<file path="src/rtl/wf_samp_wr_ctrl.sv">
//------------------------------------------------------------------------------
// Module   : wf_samp_wr_ctrl
// Brief    : Waterfall I/Q sample-buffer write controller (single-shot/continuous,
//            sync snapshot). Optional start-up discard via WF_SAMP_SETTLE_EN.
// Revision : 1.0
//------------------------------------------------------------------------------
`default_nettype none

module wf_samp_wr_ctrl #(
    parameter int IQ_WIDTH  = 16,
    parameter int ADDR_BITS = 13,
    parameter int SETTLE    = 4
) (
    input  logic                    adc_clk,
    input  logic                    reset,
    input  logic                    continuous,
    input  logic                    sync,
    input  logic                    wr_strobe,
    input  logic [IQ_WIDTH-1:0]     wr_i,
    input  logic [IQ_WIDTH-1:0]     wr_q,
    output logic                    ram_we,
    output logic [ADDR_BITS-1:0]    ram_addr,
    output logic [2*IQ_WIDTH-1:0]   ram_data,
    output logic                    full,
    output logic                    busy,
    output logic [ADDR_BITS-1:0]    sync_addr,
    output logic [7:0]              wrap_count
);

    localparam logic [1:0] ST_FILL = 2'd1;
    localparam logic [1:0] ST_DONE = 2'd2;
`ifdef WF_SAMP_SETTLE_EN
    localparam logic [1:0] ST_SETTLE   = 2'd0;
    localparam logic [1:0] ST_START    = ST_SETTLE;
    localparam logic [3:0] SETTLE_LAST = 4'(SETTLE - 1);
`else
    localparam logic [1:0] ST_START    = ST_FILL;
`endif
    localparam logic [ADDR_BITS-1:0] ADDR_LAST = {ADDR_BITS{1'b1}};

    logic [1:0]           state;
    logic [1:0]           state_nxt;
    logic                 mode;
    logic [ADDR_BITS-1:0] wr_addr;
    logic [ADDR_BITS-1:0] wr_addr_inc;
    logic                 fill_wr;
    logic                 last_wr;
    logic                 in_settle;

`ifdef WF_SAMP_SETTLE_EN
    logic [3:0]           settle_cnt;

    assign in_settle = (state == ST_SETTLE);

    always_ff @(posedge adc_clk) begin
        if (reset) begin
            settle_cnt <= 4'd0;
        end else if (in_settle && wr_strobe) begin
            settle_cnt <= settle_cnt + 4'd1;
        end
    end
`else
    logic unused_settle;

    assign in_settle     = 1'b0;
    assign unused_settle = (SETTLE != 0);
`endif

    assign wr_addr_inc = wr_addr + ADDR_BITS'(1);

    // State register
    always_ff @(posedge adc_clk) begin
        if (reset) begin
            state <= ST_START;
        end else begin
            state <= state_nxt;
        end
    end

    // Next-state logic
    always_comb begin
        state_nxt = state;
        case (state)
`ifdef WF_SAMP_SETTLE_EN
            ST_SETTLE: if (wr_strobe && (settle_cnt == SETTLE_LAST)) state_nxt = ST_FILL;
`endif
            ST_FILL:   if (last_wr && !mode) state_nxt = ST_DONE;
            ST_DONE:   state_nxt = ST_DONE;
            default:   state_nxt = ST_START;
        endcase
    end

    // State-decoded outputs and write qualifiers
    always_comb begin
        busy    = (state != ST_DONE);
        fill_wr = (state == ST_FILL) && wr_strobe;
        last_wr = fill_wr && (wr_addr == ADDR_LAST);
    end

    // Write datapath, wrap bookkeeping and sync snapshot
    always_ff @(posedge adc_clk) begin
        if (reset) begin
            mode       <= continuous;
            wr_addr    <= '0;
            wrap_count <= 8'd0;
            sync_addr  <= '0;
            full       <= 1'b0;
            ram_we     <= 1'b0;
            ram_addr   <= '0;
            ram_data   <= '0;
        end else begin
            ram_we <= fill_wr;
            if (fill_wr) begin
                ram_addr <= wr_addr;
                ram_data <= {wr_i, wr_q};
                wr_addr  <= wr_addr_inc;
            end
            if (last_wr) begin
                full <= 1'b1;
                if (mode && (wrap_count != 8'hFF)) begin
                    wrap_count <= wrap_count + 8'd1;
                end
            end
            // A strobe in the same cycle as sync counts as pre-sync.
            if (sync) begin
                if (state == ST_FILL) begin
                    sync_addr <= fill_wr ? wr_addr_inc : wr_addr;
                end else if (in_settle) begin
                    sync_addr <= '0;
                end
            end
        end
    end

endmodule

`default_nettype wire

</file>
<file path="config.mk">
export PLATFORM = sky130hd
export DESIGN_NAME = wf_samp_wr_ctrl
export DESIGN_NICKNAME = d
export VERILOG_FILES = /design/src/rtl/wf_samp_wr_ctrl.sv
export SDC_FILE = /design/constraint.sdc
export NUM_CORES = 1
export LEC_CHECK = 0
export CAP_MARGIN = 20
export CORE_MARGIN = 3
export CORE_UTILIZATION = 40
export CTS_BUF_LIST = sky130_fd_sc_hd__clkbuf_4 sky130_fd_sc_hd__clkbuf_8 sky130_fd_sc_hd__clkbuf_16
export DETAILED_ROUTE_END_ITERATION = 7
export PLACE_DENSITY = 0.77
export SKIP_LAST_GASP = 1
export SYNTH_ARGS = -nofsm -noshare
export SYNTH_HDL_FRONTEND = slang
export SYNTH_SLANG_ARGS = --single-unit
</file>
<file path="constraint.sdc">
create_clock -name adc_clk -period 1.75 [get_ports adc_clk]
set_input_delay 0.35 -clock adc_clk [delete_from_list [all_inputs] [get_ports adc_clk]]
set_output_delay 0.35 -clock adc_clk [all_outputs]
set_load 0.005 [all_outputs]
</file>
==> impl_metrics.ini <==
[finish]
diodes = 0
drive_gt1_frac = 0.124
final_nets = 528
fin_util = 0.632
area_delta_synth_final_pct = 49.9
layoutNonFillerInstCount = 590
nFillCells = 641

[cts]
cts_buffers = 9
cts_tree = yes
clockBufferDepth = 2
numClockSinks = 84
clockRootBuffer = clkbuf_8
cts_hold_buf = 0
cts_htree_levels = 3
path_clk_slew_ps = 80
post_cts_buffers = 0
clk_latency_ps = 350

[synth]
synth_mux_area_frac = 0.00956
synth_edf_count = 1
synthXorXnorAreaFrac = 0.0390
netlist_area_um2 = 3140
synthCells = 368
synth.distinct_cells = 32
ys_async_sr_fraction = 0
synthFlopType = dfxtp_1
synth_top_family_by_area = simple AND/OR/NAND/NOR gates
synth_area_leaders = dfxtp_1 (53%), nand2_1 (12%), a21oi_1 (8.1%)
synth_compound_area_frac = 0.128
synth_common_cells = nand2_1 (98), dfxtp_1 (83), a21oi_1 (51)
yosysMostFrequentCell = nand2_1
ys.warnings.count = 0
ys_seq_elements = 84
synth_fp_nets = 409
synth_top_area_frac = 0.529
avgSynthCellArea_um2 = 8.54
yosys.area_share.simple = 0.236
ys_seq_area_frac = 0.538
synth_fa_ha_area_frac = 0.0159
synth_top_area_cell = dfxtp_1

[timing]
setup_violations = 0
maxSlewViolCount = 0
hold_viol = 0
max-slew-margin-rel = 0.706
rsz0062_at_grt = true
fmax_mhz = 596
finClkSkew_ps = 8.61
fin_hold_ws_ps = 439
tightest_slew_ps = 441
period_needed_ps = 1680
timing.final.crit_share = 0.959

[placement]
gp_congestion = 0.768
place_inst = 575
io_buffers = 105
place_hpwl_um = 5520

[pwr]
peakVddDrop_mv = 0.574
p_per_area_nw_per_um2 = 1120
leakagePower_nw = 1.72
power_w = 0.00529

[worst_setup_path]
crit_arrival_ps = 1950
crit_family = simple AND/OR/NAND/NOR gates
startpoint_type = primary input
worst_setup_path_end_kind = flip-flop
critPathKind = in -> reg
cp.required_ps = 2030
rrSetupSlack_ps = 70
worst_path_max_delay_cell = clkdlybuf4s50_1
cp_cell_sequence = clkdlybuf4s50_1 > nand3_1 > nor3_4 > nand4_1 > or3_1 > a21oi_1
path_max_fanout = 3
path_buf_inv = 1
cpPeakStageDelay_ps = 510

[global_route]
grt-ovfl-total = 0
grt_pass1_wl_um = 12500
grt_max_degree = 42
antenna_found_initial = 0
grt_pass1_vias = 2714
gr-usage-all-layers = 0.176

[route]
routed.top_layer = met4
ant_nets = 0
wl_met2_um = 3680
avgRoutedWirePerCell_um = 12.9
route.layer.met1.wl_um = 3140
drtIter0Drc = 80
remaining_drc_errors = 0
dr.pass1.iters = 4
met3_length_um = 664
wl_um = 7610
vias = 2844
viasPerCell = 4.82

[hold_path]
hp-class = in -> reg

[floorplan]
ioPinCount = 106
die_y_um = 94.6
coreArea_um2 = 7450
fp-row-count = 31
initial_core_util = 0.422
dieArea_um2 = 8950
die_w_um = 94.6

[flow_run]
maxCapViolations = 0

[status]
status = completed
[registers in the layout, indices dropped and copies added (netlist names)]
register    cells
full            1
mode            1
ram_addr       13
ram_data       32
ram_we          1
state           2
sync_addr      13
wr_addr        13
wrap_count      8
[power breakdown]
part | switching [W] | internal [W] | leakage [nW]
sequential | 0.000148 | 0.00218 | 0.688
clock | 0.000662 | 0.000808 | 0.110
combinational | 0.000672 | 0.000822 | 0.925
total | 0.00148 | 0.00381 | 1.72
[repair_timing]
item | in CTS | in global routing
pin swaps | 0 | 3
gates resized for setup | 2 | 11
endpoints found under the setup margin | 1 | 15
[metal layers]
metal	vias to the layer above	global-route usage
li1	1456	-
met1	1300	0.202
met2	77	0.295
met3	11	0.0622
met4	0	0.0757
met5	-	0
[placed cells by master, fill, tap and decap left out, types with 3 or more instances in the layout]
cell               n
clkdlybuf4s50_1  103
nand2_1           97
dfxtp_1           77
a21oi_1           51
nor2_1            35
buf_4             21
a211oi_1          13
xnor2_1            9
clkbuf_8           9
dfxtp_2            6
nand3_1            5
xor2_1             5
o21ai_0            5
inv_1              4
nand4_1            4
and3_1             4
or3_1              4
buf_12             4
mux2i_1            3
[final timing paths]
kind / from / endpoint / cells past startpoint
setup / recovery: wr_strobe / wrap_count[5] / 6
hold / removal: reset / ram_data[31] / 2
setup reg to reg: wr_addr[6] / wrap_count[5] / 5
hold reg to reg: ram_addr[12] / ram_addr[12] / 2
[area by class of cell]
| type | count | area [um2] | area share |
|---|---|---|---|
| timing repair buffer | 130 | 1280 | 0.272 |
| clock inverter | 5 | 76.3 | 0.0162 |
| tap | 99 | 124 | 0.0263 |
| sequential | 84 | 1700 | 0.361 |
| multi-input combinational | 257 | 1380 | 0.293 |
| inverter | 5 | 18.8 | 0.00399 |
| clock buffer | 10 | 131 | 0.0279 |
[stage by stage]
stage | cell area, um2 | TNS, ps | setup WS (ps)
2_1_floorplan | 3140 | 0 | 92.6
3_3_place_gp | 4470 | -1390 | -130
4_1_cts | 4680 | 0 | 14.1
6_report | 4710 | 0 | 71.4
5_1_grt | 4710 | -45.6 | -24.4
3_5_place_dp | 4470 | -2720 | -255
[logic make-up after synthesis]
group | count (synthesis)
multiplexers | 3
AND/OR/NAND/NOR | 165
XOR/XNOR | 14
flip-flops | 84
AO/OA/AOI/OAI | 71
buffers and inverters | 27
adder cells (fa/ha/maj) | 4
Power figures use the tool's default switching activity.
